$ cat src/rtl/video_timing.vh
// rtl/video_timing.vh - default video geometry shared by the sync generator and decoder
`ifndef VIDEO_TIMING_VH
`define VIDEO_TIMING_VH

`define VT_H_DISPLAY    256
`define VT_H_BACK       23
`define VT_H_FRONT      7
`define VT_H_SYNC       23
`define VT_V_DISPLAY    240
`define VT_V_TOP        4
`define VT_V_BOTTOM     14
`define VT_V_SYNC       4

`define VT_H_TOTAL      (`VT_H_DISPLAY + `VT_H_BACK + `VT_H_FRONT + `VT_H_SYNC)
`define VT_H_SYNC_START (`VT_H_DISPLAY + `VT_H_FRONT)
`define VT_V_TOTAL      (`VT_V_DISPLAY + `VT_V_TOP + `VT_V_BOTTOM + `VT_V_SYNC)
`define VT_V_SYNC_START (`VT_V_DISPLAY + `VT_V_BOTTOM)

`endif

$ cat src/rtl/hvsync_decoder_pkg.sv
// rtl/hvsync_decoder_pkg.sv - widths, lock FSM states and counter helper for the sync decoder
package hvsync_decoder_pkg;

   localparam int POS_W = 9;
   localparam int WD_W  = 10;
   localparam int CNT_W = 3;

   typedef logic [1:0] lock_state_t;

   localparam lock_state_t ST_SEARCH = 2'd0;
   localparam lock_state_t ST_VERIFY = 2'd1;
   localparam lock_state_t ST_LOCKED = 2'd2;

   function automatic logic [POS_W-1:0] wrap_inc(input logic [POS_W-1:0] v, input int last);
      logic [31:0] last_v;
      last_v = last;
      return (v == last_v[POS_W-1:0]) ? '0 : v + 1'b1;
   endfunction

endpackage

$ cat src/rtl/sync_lock_tracker.sv
// rtl/sync_lock_tracker.sv - one-axis lock FSM with consecutive-good counter and saturating watchdog
module sync_lock_tracker
   import hvsync_decoder_pkg::*;
#(
   parameter int LOCK_COUNT = 4,
   parameter int LIMIT      = 618
)(
   input  logic clk,
   input  logic reset,
   input  logic sync_edge,
   input  logic good,
   input  logic tick,
   output logic locked,
   output logic err
);
   localparam logic [WD_W-1:0]  WD_LIM    = WD_W'(LIMIT);
   localparam logic [WD_W-1:0]  WD_LIM_M1 = WD_W'(LIMIT - 1);
   // cnt counts good periods after the first edge; lock once cnt+1 reaches LOCK_COUNT-1
   localparam logic [CNT_W-1:0] CNT_DONE  = (LOCK_COUNT >= 2) ? CNT_W'(LOCK_COUNT - 2) : '0;

   lock_state_t      state;
   logic [CNT_W-1:0] cnt;
   logic [WD_W-1:0]  wd;
   logic             timeout;

   assign timeout = (wd == WD_LIM) | (tick & (wd == WD_LIM_M1));
   assign locked  = (state == ST_LOCKED);

   always_ff @(posedge clk) begin
      if (reset) begin
         state <= ST_SEARCH;
         cnt   <= '0;
         wd    <= '0;
         err   <= 1'b0;
      end else begin
         err <= 1'b0;
         if (sync_edge)
            wd <= '0;
         else if (tick && wd != WD_LIM)
            wd <= wd + 1'b1;

         if (sync_edge) begin
            case (state)
               ST_SEARCH: begin
                  state <= ST_VERIFY;
                  cnt   <= '0;
               end
               ST_VERIFY: begin
                  if (good) begin
                     cnt <= cnt + 1'b1;
                     if (cnt >= CNT_DONE)
                        state <= ST_LOCKED;
                  end else begin
                     cnt <= '0;
                  end
               end
               default: begin
                  if (!good) begin
                     state <= ST_VERIFY;
                     cnt   <= '0;
                     err   <= 1'b1;
                  end
               end
            endcase
         end else if (timeout) begin
            state <= ST_SEARCH;
            cnt   <= '0;
            err   <= (state == ST_LOCKED);
         end
      end
   end
endmodule

$ cat src/rtl/hvsync_decoder.sv
// rtl/hvsync_decoder.sv - recovers hpos/vpos from external hsync/vsync and reports per-axis lock
`include "video_timing.vh"
module hvsync_decoder
   import hvsync_decoder_pkg::*;
#(
   parameter int H_DISPLAY  = `VT_H_DISPLAY,
   parameter int H_BACK     = `VT_H_BACK,
   parameter int H_FRONT    = `VT_H_FRONT,
   parameter int H_SYNC     = `VT_H_SYNC,
   parameter int V_DISPLAY  = `VT_V_DISPLAY,
   parameter int V_TOP      = `VT_V_TOP,
   parameter int V_BOTTOM   = `VT_V_BOTTOM,
   parameter int V_SYNC     = `VT_V_SYNC,
   parameter int LOCK_COUNT = 4
)(
   input  logic             clk,
   input  logic             reset,
   input  logic             hsync,
   input  logic             vsync,
   output logic [POS_W-1:0] hpos,
   output logic [POS_W-1:0] vpos,
   output logic             display_on,
   output logic             h_locked,
   output logic             v_locked,
   output logic             frame_start,
   output logic             sync_err
);
   localparam int H_TOTAL      = H_DISPLAY + H_BACK + H_FRONT + H_SYNC;
   localparam int H_SYNC_START = H_DISPLAY + H_FRONT;
   localparam int V_TOTAL      = V_DISPLAY + V_TOP + V_BOTTOM + V_SYNC;
   localparam int V_SYNC_START = V_DISPLAY + V_BOTTOM;

   logic hsync_q, vsync_q;
   logic hrise, vrise, hwrap;
   logic h_good, v_good, h_err, v_err;

   assign hrise  = hsync & ~hsync_q;
   assign vrise  = vsync & ~vsync_q;
   assign hwrap  = (hpos == POS_W'(H_TOTAL - 1)) & ~hrise;
   assign h_good = hrise & (hpos == POS_W'(H_SYNC_START));
   assign v_good = vrise & (vpos == POS_W'(V_SYNC_START));

   // sync history resets high so a sync already asserted at release is not an edge
   always_ff @(posedge clk) begin
      if (reset) begin
         hsync_q <= 1'b1;
         vsync_q <= 1'b1;
         hpos    <= '0;
         vpos    <= '0;
      end else begin
         hsync_q <= hsync;
         vsync_q <= vsync;
         hpos    <= hrise ? POS_W'(H_SYNC_START + 1) : wrap_inc(hpos, H_TOTAL - 1);
         if (vrise)
            vpos <= POS_W'(V_SYNC_START);
         else if (hwrap)
            vpos <= wrap_inc(vpos, V_TOTAL - 1);
      end
   end

   sync_lock_tracker #(.LOCK_COUNT(LOCK_COUNT), .LIMIT(2 * H_TOTAL)) u_h_lock (
      .clk       (clk),
      .reset     (reset),
      .sync_edge (hrise),
      .good      (h_good),
      .tick      (1'b1),
      .locked    (h_locked),
      .err       (h_err)
   );

   sync_lock_tracker #(.LOCK_COUNT(LOCK_COUNT), .LIMIT(2 * V_TOTAL)) u_v_lock (
      .clk       (clk),
      .reset     (reset),
      .sync_edge (vrise),
      .good      (v_good),
      .tick      (hwrap),
      .locked    (v_locked),
      .err       (v_err)
   );

   assign sync_err    = h_err | v_err;
   assign display_on  = h_locked & v_locked & (hpos < POS_W'(H_DISPLAY)) & (vpos < POS_W'(V_DISPLAY));
   assign frame_start = h_locked & v_locked & (hpos == '0) & (vpos == '0);
endmodule

$ cat config.mk
export PLATFORM = sky130hd
export DESIGN_NAME = hvsync_decoder
export DESIGN_NICKNAME = d
export VERILOG_FILES = /design/src/rtl/hvsync_decoder_pkg.sv /design/src/rtl/sync_lock_tracker.sv /design/src/rtl/hvsync_decoder.sv
export VERILOG_INCLUDE_DIRS = /design/src /design/src/rtl
export SDC_FILE = /design/constraint.sdc
export NUM_CORES = 1
export LEC_CHECK = 0
export ABC_AREA = 1
export CAP_MARGIN = 20
export CORE_MARGIN = 8
export CORE_UTILIZATION = 45
export CTS_BUF_LIST = sky130_fd_sc_hd__clkbuf_2 sky130_fd_sc_hd__clkbuf_4 sky130_fd_sc_hd__clkbuf_8
export DETAILED_ROUTE_END_ITERATION = 8
export GPL_ROUTABILITY_DRIVEN = 1
export GPL_TIMING_DRIVEN = 0
export PLACE_DENSITY = 0.68
export SYNTH_ARGS = -nofsm -noshare
export SYNTH_HDL_FRONTEND = slang
export SYNTH_SLANG_ARGS = --single-unit
$ cat constraint.sdc
create_clock -name clk -period 2 [get_ports clk]
set_clock_uncertainty 0.1 [all_clocks]
set_input_delay 0.4 -clock clk [delete_from_list [all_inputs] [get_ports clk]]
set_output_delay 0.4 -clock clk [all_outputs]
set_load 0.02 [all_outputs]
# ---- After elaboration in Yosys (flattened, before gate mapping)
# Cells that the tools add are included.
dict set report word_totals {
  register_bits 52
  input_bits 4
  out_inout_bits 23
  wordCells 113
}
dict set report classes {
  addsub 6
  n_lt_le_gt_ge 4
  eq_ne 20
  n_mux 35
  n_bitwise 17
  reduce_logical 17
}
# op n
set op_table {}
lappend op_table {{$eq A10 B10 Y1 const B} 4}
lappend op_table {{$eq A9 B9 Y1 const B} 3}
lappend op_table {{$mux W9} 3}
lappend op_table {{$mux W3} 8}
lappend op_table {{$add A10 B1 Y10 const B} 2}
lappend op_table {{$mux W2} 10}
lappend op_table {{$ne A10 B10 Y1 const B} 2}
lappend op_table {{$add A9 B1 Y9 const B} 2}
lappend op_table {{$logic_not A9 Y1} 2}
lappend op_table {{$mux W8} 2}
lappend op_table {{$ne A3 B2 Y1 const B} 4}
lappend op_table {{$pmux W3 S2} 2}
lappend op_table {{$and A1 B1 Y1} 11}
lappend op_table {{$eq A9 B8 Y1 const B} 1}
lappend op_table {{$lt A9 B8 Y1 const B} 1}
lappend op_table {{$lt A9 B9 Y1 const B} 1}
lappend op_table {{$mux W1} 8}
lappend op_table {{$ne A4 B4 Y1 const B} 2}
lappend op_table {{$pmux W2 S2} 2}
lappend op_table {{$reduce_and A4 Y1} 2}
lappend op_table {{$reduce_or A2 Y1} 4}
lappend op_table {{$add A3 B1 Y3 const B} 2}
lappend op_table {{$ge A3 B2 Y1 const B} 2}
lappend op_table {{$reduce_bool A2 Y1} 3}
lappend op_table {{other kinds (8)} 16}

# ---- Longest topological paths before layout
# Gate-level depths: netlist of the first run.
dict set report logic_depth {
  word_depth 8
  mapped_depth 13
  depth_no_buf 12
}

# ---- Hierarchy
# From an unflattened synthesis of the first run, not the netlist that was laid out.
dict set report hier_totals {
  hier_cells 444
  hier_area_um2 3019.1
}
# mod n_inst cells_each area_per_inst_um2 seq_area_each_um2
set modules_own_cells {}
lappend modules_own_cells {hvsync_decoder 1 170 1174.9 400.4}
lappend modules_own_cells {{sync_lock_tracker at u_h_lock} 1 143 953.4 320.3}
lappend modules_own_cells {{sync_lock_tracker at u_v_lock} 1 131 890.9 320.3}

# ---- Worst setup path after synthesis of the first run
# No wires, ideal clock.
dict set report synth_timing {
  path_type {register to output}
  start {register hpos[6]}
  end {output port frame_start}
  t_arrival_ps 1258
  required_ps 1500
  setup_slack_ps 242
  stages_incl_launch_ff 6
  path_buffers 0
  cell_sequence {dfxtp_1 > inv_1 > nand2_1 > nor3_1 > nand3b_1 > nor2_1}
}
dict set report synth_between {
  elab_chain_len 3
}
# item line_no
set synth_lines {}
lappend synth_lines {{start: declaration} hvsync_decoder.sv:20} ;# output logic [POS_W-1:0] hpos,
lappend synth_lines {{start signal: assignment} hvsync_decoder.sv:53} ;# hpos <= hrise ? POS_W'(H_SYNC_START + 1) : wrap_inc(hpos, H_TOTAL - 1);
lappend synth_lines {{$logic_not A9 Y1} hvsync_decoder.sv:83} ;# assign frame_start = h_locked & v_locked & (hpos == '0) & (vpos == '0);
lappend synth_lines {{$and A1 B1 Y1 (2 in a row)} hvsync_decoder.sv:83}
lappend synth_lines {{end: declaration} hvsync_decoder.sv:25} ;# output logic frame_start,
# Every way passes these cells.

# ---- Final worst setup path of the first run
dict set report layout_timing {
  start {register vpos[0]}
  end {output port frame_start}
}
dict set report layout_between {
  elab_chain_len 2
}
# item line_no
set layout_lines {}
lappend layout_lines {{start: declaration} hvsync_decoder.sv:21} ;# output logic [POS_W-1:0] vpos,
lappend layout_lines {{start signal: assignment} hvsync_decoder.sv:55} ;# vpos <= POS_W'(V_SYNC_START);
lappend layout_lines {{start signal: assignment} hvsync_decoder.sv:57} ;# vpos <= wrap_inc(vpos, V_TOTAL - 1);
lappend layout_lines {{$logic_not A9 Y1} hvsync_decoder.sv:83}
lappend layout_lines {{$and A1 B1 Y1} hvsync_decoder.sv:83}
# Every way passes these cells.

==> flow_metrics.tcl, run 1 <==
set metrics [dict create \
    status "finished with violations" \
    violations "negative setup slack" \
    io_pins 27 \
    via_per_inst 4.99 \
    clock_latency_ns 0.31 \
    cts-root-buf "clkbuf_8" \
    drv_slew 0 \
    drt_iter0_drc 92 \
    ant_nets 0 \
    fin_crit_sh_pct 101 \
    clkSlewWorstSetupHoldPaths_ns 0.10 \
    start_util_pct 45.6 \
    syn_area_per_cell_um2 7.14 \
    place.gp.congestion 0.895 \
    finalHoldViolCount 0 \
    dpl_cell_area_um2 3180 \
    holdWs_ns 0.344 \
    diodes 0 \
    setup_viol 1 \
    fin_crit_ns 2.03 \
    dr_total_vias 2559 \
    dpl.hpwl_um 4530 \
    hold_class "register to register" \
    cts.sink_count 52 \
    crit_path_start_kind "register" \
    synth_async_sr_flop_share_pct 0 \
    worstSetupPathType "register to output pin" \
    maxCapViolations 0 \
    rrSetupSlack_ns 0.16 \
    synthXorXnorAreaFrac_pct 3.72 \
    yosysMostFrequentCell "nand2_1" \
    synth_fp_nets 414 \
    grtUsageTotal_pct 14.1 \
    grt.overflow.total 0 \
    synth_compound_area_share_pct 10.4 \
    synth_edf_count 0 \
    fin_area_um2 3430 \
    core_area_um2 6200 \
    ys_ff_latch 52 \
    dpl_worst_slack_ns -0.281 \
    antenna_found_initial 0 \
    synth_common_cells "67 x nand2_1, 61 x inv_1, 52 x dfxtp_1" \
    cp_max_fo 4 \
    yosys-top-cells-area "dfxtp_1 37%, nand2_1 8.9%, inv_1 8.1%" \
    holdBufCountCts 0 \
    cp-end-kind "output pin" \
    cts_buffer_depth 2 \
    mappedNetlistArea_um2 2830 \
    synthCells 396 \
    startpoint "vpos[0]" \
    ys_types 32 \
    cts_max_level 2 \
    arrival_ns 1.53 \
    grt_pass1_vias 2313 \
    syn_to_final_growth_pct 21.3 \
    synth_top_area_cell "dfxtp_1" \
    p_leak_nw 1.47 \
    rsz0062_at_grt "true" \
    setup-tns-final_ns -0.0255 \
    rr_startpoint "hpos[0]" \
    crit_required_ns 1.50 \
    max-slew-margin-rel_pct 65.3 \
    grt_first_pass_wirelength_um 10300 \
    grt_max_degree 16 \
    holdCritStartpoint "hpos[0]" \
    synth-simple-area-share_pct 33.5 \
    die_w_um 95.3 \
    drive_gt1_share_pct 12.8 \
    ir_drop_mv 0.369 \
    die_h_um 95.3 \
    yosys_warnings 0 \
    power_density_nw_per_um2 590 \
    drc 0 \
    tightest_slew_ns 0.520 \
    worst_slack_ns -0.0255 \
    synth_top_family_by_area "simple AND/OR/NAND/NOR gates" \
    wl_per_cell_um 12.1 \
    synth_top_cell_area_share_pct 36.8 \
    numCtsBuffers 5 \
    drt-total-wl_um 6210 \
    ys_seq_area_share_pct 36.8 \
    fmax_mhz 494 \
    port_buffers 25 \
    ys.flop_type "dfxtp_1" \
    final_util_pct 55.3 \
    muxShareOfSynthArea_pct 0 \
    finalNetCount 453 \
    die-area_um2 9080 \
    synth_adder_area_share_pct 6.19 \
    dr.pass1.iters 4 \
    row_count 29 \
    cts_tree "yes" \
]
==> worst paths after layout <==
path / to / depth (start not counted)
setup / recovery: frame_start / 7
hold reg to reg: hpos[0] / 1
setup reg to reg: hpos[8] / 11
hold / removal: hpos[0] / 1
==> critical path, cell delays in order (launching register included) <==
cell      delay, ns
dfxtp_4        0.37
inv_4          0.06
ha_4           0.13
nand4_1        0.11
nor3_2         0.18
nand3b_1       0.09
nor2_1         0.12
buf_4          0.15
==> registers in the layout, indices dropped and copies added (netlist names) <==
register        cells
u_h_lock.err        1
u_v_lock.err        1
vpos                9
u_v_lock.state      2
u_v_lock.cnt        3
u_h_lock.wd        10
hsync_q             1
hpos                9
u_v_lock.wd        10
u_h_lock.state      2
u_h_lock.cnt        3
vsync_q             1
==> report_power, final <==
group	switching, mW	leakage [nW]	internal, mW
registers	0.0309	0.426	1.06
clock network	0.344	0.0586	0.385
logic	0.120	0.990	0.0833
total	0.496	1.47	1.53
==> stage by stage <==
stage / instances / power (mW)
final: 513 / 2.02
after global routing: 513 / 2.12
after CTS: 506 / 2.03
after detailed placement: 498 / 1.30
after global placement: 498 / 1.29
after floorplan: 396 / 1.23
==> final cells by class <==
class / count / area [µm²]
Fill cell: 599 / 2770
Multi-Input combinational cell: 277 / 1590
Sequential cell: 52 / 1060
Timing Repair Buffer: 32 / 307
Inverter: 64 / 248
Tap cell: 77 / 96.3
Clock buffer: 6 / 76.3
Clock inverter: 2 / 35.0
Buffer: 3 / 22.5
==> cells in the final DEF, fill, tap and decap left out, drive strengths merged, types with 11 or more instances in the layout <==
master / count
xor2: 11
nor2: 55
a21oi: 38
o21ai: 16
clkdlybuf4s50: 18
ha: 14
nand4: 11
dfxtp: 52
nor3: 12
nand3: 32
inv: 64
nand2: 72
==> what timing repair did <==
action,4_1_cts,5_1_grt
endpoints found under the setup margin,4,8
gates cloned,0,0
pin swaps,0,5
hold endpoints to repair,0,0
gates resized for setup,15,26
setup buffers,0,7
==> per-layer routing <==
metal  vias up  routed length [µm]  global-route usage (%)
li1       1366                   -                       -
met1      1138                2940                    17.0
met2        43                2820                    23.5
met3        12                 309                    3.23
met4         0                 136                    5.98
met5         -                   0                       0
==> kinds of logic after synthesis <==
kind of cell / count (synthesis)
xor+xnor: 12
fa+ha+maj: 14
flops: 52
compound gates: 57
buf+inv: 67
simple gates: 194
Note: power is estimated with default switching activity, not from simulation.
==> run 2, diff against run 1 <==
Settings changed: CAP_MARGIN 20 to 10, TNS_END_PERCENT set to 10.
==> run 2 against run 1 <==
Effect of this change:
- the flow still finishes with violations (negative setup slack)
- design area stayed put
- non-clock buffer count stayed put
- critical path depth stayed put
- worst hold slack hardly changed
- register-to-register slack hardly changed
- global-route usage stayed put
- combinational power hardly changed
- highest routed layer unchanged
==> flow_metrics.tcl, run 2 (same netlist as run 1, synthesis figures left out) <==
set metrics [dict create \
    fin_crit_sh_pct 101 \
    setup-tns-final_ns -0.0254 \
    clkSlewWorstSetupHoldPaths_ns 0.10 \
    maxCapViolations 0 \
    cts_max_level 2 \
    power.switching_uw 495 \
    grt_first_pass_wirelength_um 10300 \
    die_h_um 95.3 \
    fin_crit_ns 2.03 \
    fmax_mhz 494 \
    rr_worst_depth 11 \
    max-slew-margin-rel_pct 65.3 \
    most-common-layout-cells "67 x nand2_1, 57 x inv_1, 46 x dfxtp_1" \
    status "finished with violations" \
    crit_required_ns 1.50 \
    drt-total-wl_um 6210 \
    clock_latency_ns 0.31 \
    grt_pass1_vias 2313 \
    finalNetCount 453 \
    drive_gt1_share_pct 12.8 \
    dr.pass1.iters 4 \
    via_per_inst 4.99 \
    arrival_ns 1.53 \
    setup_viol 1 \
    p_seq_share_pct 53.9 \
    cts_buffer_depth 2 \
    power_density_nw_per_um2 590 \
    dp.cells 498 \
    core_area_um2 6200 \
    dpl.hpwl_um 4530 \
    holdBufCountCts 0 \
    final_util_pct 55.3 \
    drt_iter0_drc 92 \
    rr_startpoint "hpos[0]" \
    internal_power_mw 1.53 \
    swShare_pct 24.5 \
    tightest_slew_ns 0.520 \
    cts-root-buf "clkbuf_8" \
    holdCritStartpoint "hpos[0]" \
    cp_max_fo 4 \
    ant_nets 0 \
    cts_tree "yes" \
    diodes 0 \
    rsz0062_at_grt "true" \
    io_pins 27 \
    antenna_found_initial 0 \
    place.gp.congestion 0.895 \
    die-area_um2 9080 \
    dr_total_vias 2561 \
    grt.overflow.total 0 \
    wl_per_cell_um 12.1 \
    p_comb_share_pct 10.1 \
    ir_drop_mv 0.369 \
    finalHoldViolCount 0 \
    die_w_um 95.3 \
    drc 0 \
    p_leak_nw 1.47 \
    rrSetupSlack_ns 0.16 \
    holdPathStages 1 \
    syn_to_final_growth_pct 21.3 \
    crit_path_start_kind "register" \
    grtUsageTotal_pct 14.1 \
    worstSetupPathType "register to output pin" \
    final_common_cell "nand2_1" \
    violations "negative setup slack" \
    dpl_worst_slack_ns -0.281 \
    cp-end-kind "output pin" \
    p_clk_share_pct 36.1 \
    reg_top3 "u_h_lock.wd x10, u_v_lock.wd x10" \
    port_buffers 25 \
    drv_slew 0 \
    start_util_pct 45.6 \
    rr_endpoint "hpos[8]" \
    grt_max_degree 16 \
    worst_slack_ns -0.0254 \
    stdcell_count 513 \
    row_count 29 \
    cts.sink_count 52 \
    numCtsBuffers 5 \
    hold_class "register to register" \
    min_to "hpos[0]" \
]
[run 2: cell counts in the layout (fill, tap and decap cells not counted)]
Identical to the previous run, type by type.
[run 2: per-stage QoR]
step	hold WS [ns]	total power [mW]	area [µm²]
final	0.344	2.02	3430
after global routing	0.365	2.12	3430
after CTS	0.376	2.03	3290
after detailed placement	0.362	1.30	3180
after global placement	0.355	1.29	3180
after floorplan	0.344	1.23	2830
[run 2: power groups by stage]
stage	registers, mW	clock network [mW]	logic [mW]
floorplan	1.13	0	0.0998
CTS	1.09	0.759	0.183
finish	1.09	0.730	0.203
global route	1.10	0.794	0.226
global placement	1.11	0	0.179
detailed placement	1.11	0	0.183
[run 2: what timing repair did]
action | CTS | global route
buffers inserted | 0 | 7
pin swaps | 0 | 5
endpoints found under the setup margin | 4 | 8
gates resized for setup | 13 | 28
endpoints found under the hold margin | 0 | 0
[run 2: how the worst max path moves through the flow]
stage                        from     endpoint  slack (ns)
after detailed placement  hpos[6]  frame_start       -0.28
after CTS                 vpos[1]  frame_start       -0.05
final                     vpos[0]  frame_start       -0.03
after floorplan           hpos[6]  frame_start        0.24
after global routing      vpos[0]  frame_start       -0.13
after global placement    hpos[6]  frame_start       -0.29
[run 2: worst max-delay path: stages, from the launching register on]
cell and delay [ns]:
dfxtp_4 0.37, inv_4 0.06, ha_4 0.13, nand4_1 0.11, nor3_2 0.18, nand3b_1 0.09, nor2_1 0.12, buf_4 0.15
[run 2: layout make-up]
type,instances,area (µm²)
fillers,597,2770
multi-input cells,277,1590
flip-flops and latches,52,1060
repair buffers,32,307
inverters,64,248
well taps,77,96.3
clock buffers,6,76.3
clock inverters,2,35.0
plain buffers,3,22.5
[run 2: metal layers]
metal,vias to the layer above,global-route usage [%],share of wire (%)
met4,0,5.98,2.2
met3,12,3.23,5.0
met5,-,0,0
li1,1366,-,-
met1,1140,17.0,47
met2,43,23.5,46
==> run 3, diff against run 2 <==
Settings changed: CELL_PAD_IN_SITES_DETAIL_PLACEMENT set to 0, CELL_PAD_IN_SITES_GLOBAL_PLACEMENT set to 2, CORE_UTILIZATION 45 to 34, PLACE_DENSITY 0.68 to 0.87.
==> run 3 against run 2 <==
Effect of this change:
- the flow now finishes without violations
- critical path depth unchanged
- worst hold slack improved by 0.0065 ns
- die area increased by 27%
- largest cell class unchanged
- maximum frequency increased by 2.1%
- cell count increased by 4.7%
- non-clock buffer count decreased by 3
- combinational power decreased by 4%
- setup slack improved by 0.042 ns
- clock power decreased by 17%
- count of clock-buffer cells in the layout decreased by 1
- global-route usage decreased by 2.4 points
==> flow_metrics.tcl, run 3 (same netlist as run 1, synthesis figures left out) <==
set metrics [dict create \
    crit_required_ns 1.50 \
    grtUsageTotal_pct 11.7 \
    drive_gt1_share_pct 12.0 \
    crit_path_start_kind "register" \
    fmax_mhz 504 \
    worstSetupPathType "register to output pin" \
    row_count 33 \
    cp_max_fo 3 \
    reg_top3 "u_h_lock.wd x10, u_v_lock.wd x10" \
    io_pins 27 \
    fillerInstances 869 \
    multi_input_area_um2 1580 \
    critPathSlowestCell "dfxtp_4" \
    fin_crit_ns 1.98 \
    arrival_ns 1.48 \
    power_density_nw_per_um2 554 \
    min_to "hpos[0]" \
    die_h_um 107 \
    finalNetCount 450 \
    wl_per_cell_um 12.3 \
    max-slew-margin-rel_pct 63.7 \
    holdBufCountCts 0 \
    cp_top_family "simple AND/OR/NAND/NOR gates" \
    rr_endpoint "hpos[8]" \
    crit_chain "inv_4 -> ha_4 -> nand4_1 -> nor3_1 -> nand3b_1 -> nor2_1 -> buf_4" \
    regArea_um2 1050 \
    grt_first_pass_wirelength_um 11200 \
    dr.pass1.iters 4 \
    grt_max_degree 16 \
    drv_slew 0 \
    p_leak_nw 1.46 \
    drt-total-wl_um 6580 \
    maxCapViolations 0 \
    holdWs_ns 0.351 \
    port_buffers 25 \
    dpl.hpwl_um 4980 \
    worst_slack_ns 0.0163 \
    start_util_pct 34.8 \
    holdCritStartpoint "hpos[0]" \
    cts_max_level 2 \
    place.gp.congestion 0.750 \
    cts_buffer_depth 2 \
    cts_tree "yes" \
    drt_iter0_drc 111 \
    syn_to_final_growth_pct 20.4 \
    holdPathStages 1 \
    core_area_um2 8130 \
    rrSetupSlack_ns 0.19 \
    fin_crit_sh_pct 99.2 \
    cp_num_buf_inv 2 \
    ant_nets 0 \
    status "finished clean" \
    grt_pass1_vias 2387 \
    dpl_worst_slack_ns -0.313 \
    clock_latency_ns 0.32 \
    numCtsBuffers 5 \
    tightest_slew_ns 0.544 \
    ir_drop_mv 0.264 \
    die-area_um2 11500 \
    clkSlewWorstSetupHoldPaths_ns 0.11 \
    finalHoldViolCount 0 \
    dp.cells 526 \
    most-common-layout-cells "66 x nand2_1, 57 x inv_1, 46 x dfxtp_1" \
    hold_class "register to register" \
    drc 0 \
    cpPeakStageDelay_ns 0.38 \
    stdcell_count 537 \
    via_per_inst 4.72 \
    dr_total_vias 2532 \
    rr_startpoint "hpos[0]" \
    antenna_found_initial 0 \
    diodes 0 \
    final_common_cell "nand2_1" \
    cp-end-kind "output pin" \
    rsz0062_at_grt "true" \
    die_w_um 107 \
    cts-root-buf "clkbuf_8" \
    rr_worst_depth 11 \
    cts.sink_count 52 \
    grt.overflow.total 0 \
    setup_viol 0 \
]
## run 3: cell types whose count changed in the layout (fill, tap and decap cells not counted), sizes merged
| cell | before | now |
|---|---|---|
| dlymetal6s2s | 3 | 4 |
| clkbuf | 8 | 7 |
| clkdlybuf4s50 | 18 | 17 |
| clkinvlp | 0 | 1 |
| buf | 9 | 6 |
| bufinv | 1 | 0 |
## run 3: repair_timing
item,4_1_cts,5_1_grt
buffers inserted,0,4
endpoints found under the setup margin,4,7
gates resized for setup,13,27
endpoints found under the hold margin,0,0
gates cloned,0,0
pin swaps,0,6
## run 3: final cells by class
class / instances / share of cell area, %
Clock inverter: 2 / 0.367
Tap cell: 105 / 3.86
Inverter: 64 / 7.27
Clock buffer: 5 / 2.02
Buffer: 3 / 0.661
Timing Repair Buffer: 29 / 8.41
Multi-Input combinational cell: 277 / 46.5
Sequential cell: 52 / 30.9
## run 3: power by group
part	total [mW]	leakage (nW)	internal (mW)	switching (mW)
sequential	1.09	0.425	1.06	0.0308
clock	0.604	0.0400	0.239	0.365
combinational	0.194	0.990	0.0768	0.117
## run 3: worst max path at each step
stage	from	end	slack, ns	cells past startpoint
5_1_grt	vpos[1]	frame_start	-0.09	7
3_5_place_dp	hpos[6]	frame_start	-0.31	6
4_1_cts	vpos[1]	frame_start	-0.07	7
3_3_place_gp	hpos[6]	frame_start	-0.31	6
2_1_floorplan	hpos[6]	frame_start	0.24	5
6_report	vpos[1]	frame_start	0.02	7
## run 3: through the flow
step | instance area, µm² | util [%] | power (mW) | TNS, ns
2_1_floorplan | 2830 | - | 1.23 | 0
3_3_place_gp | 3210 | 39.5 | 1.30 | -1.85
3_5_place_dp | 3210 | 39.5 | 1.30 | -2.23
4_1_cts | 3300 | 40.5 | 1.90 | -0.0709
5_1_grt | 3410 | 41.9 | 1.98 | -0.134
6_report | 3410 | 41.9 | 1.89 | 0
## run 3: layer usage
layer  vias up  part of all wire (%)  GRT usage (%)
met5         -                     0              0
li1       1350                     -              -
met1      1141                    49           14.8
met4         0                   1.0           3.32
met3         6                   4.5           3.12
met2        35                    45           18.8
## run 3: worst reg2reg max path: stages (launching register included)
cell and delay [ns]:
dfxtp_2 0.37, buf_4 0.12, ha_1 0.19, nand2_1 0.10, nor2_1 0.17, nand3_1 0.12, nor2_1 0.14, nand2_1 0.09
a21oi_1 0.12, o21ai_0 0.10, nand3_1 0.08, inv_1 0.04
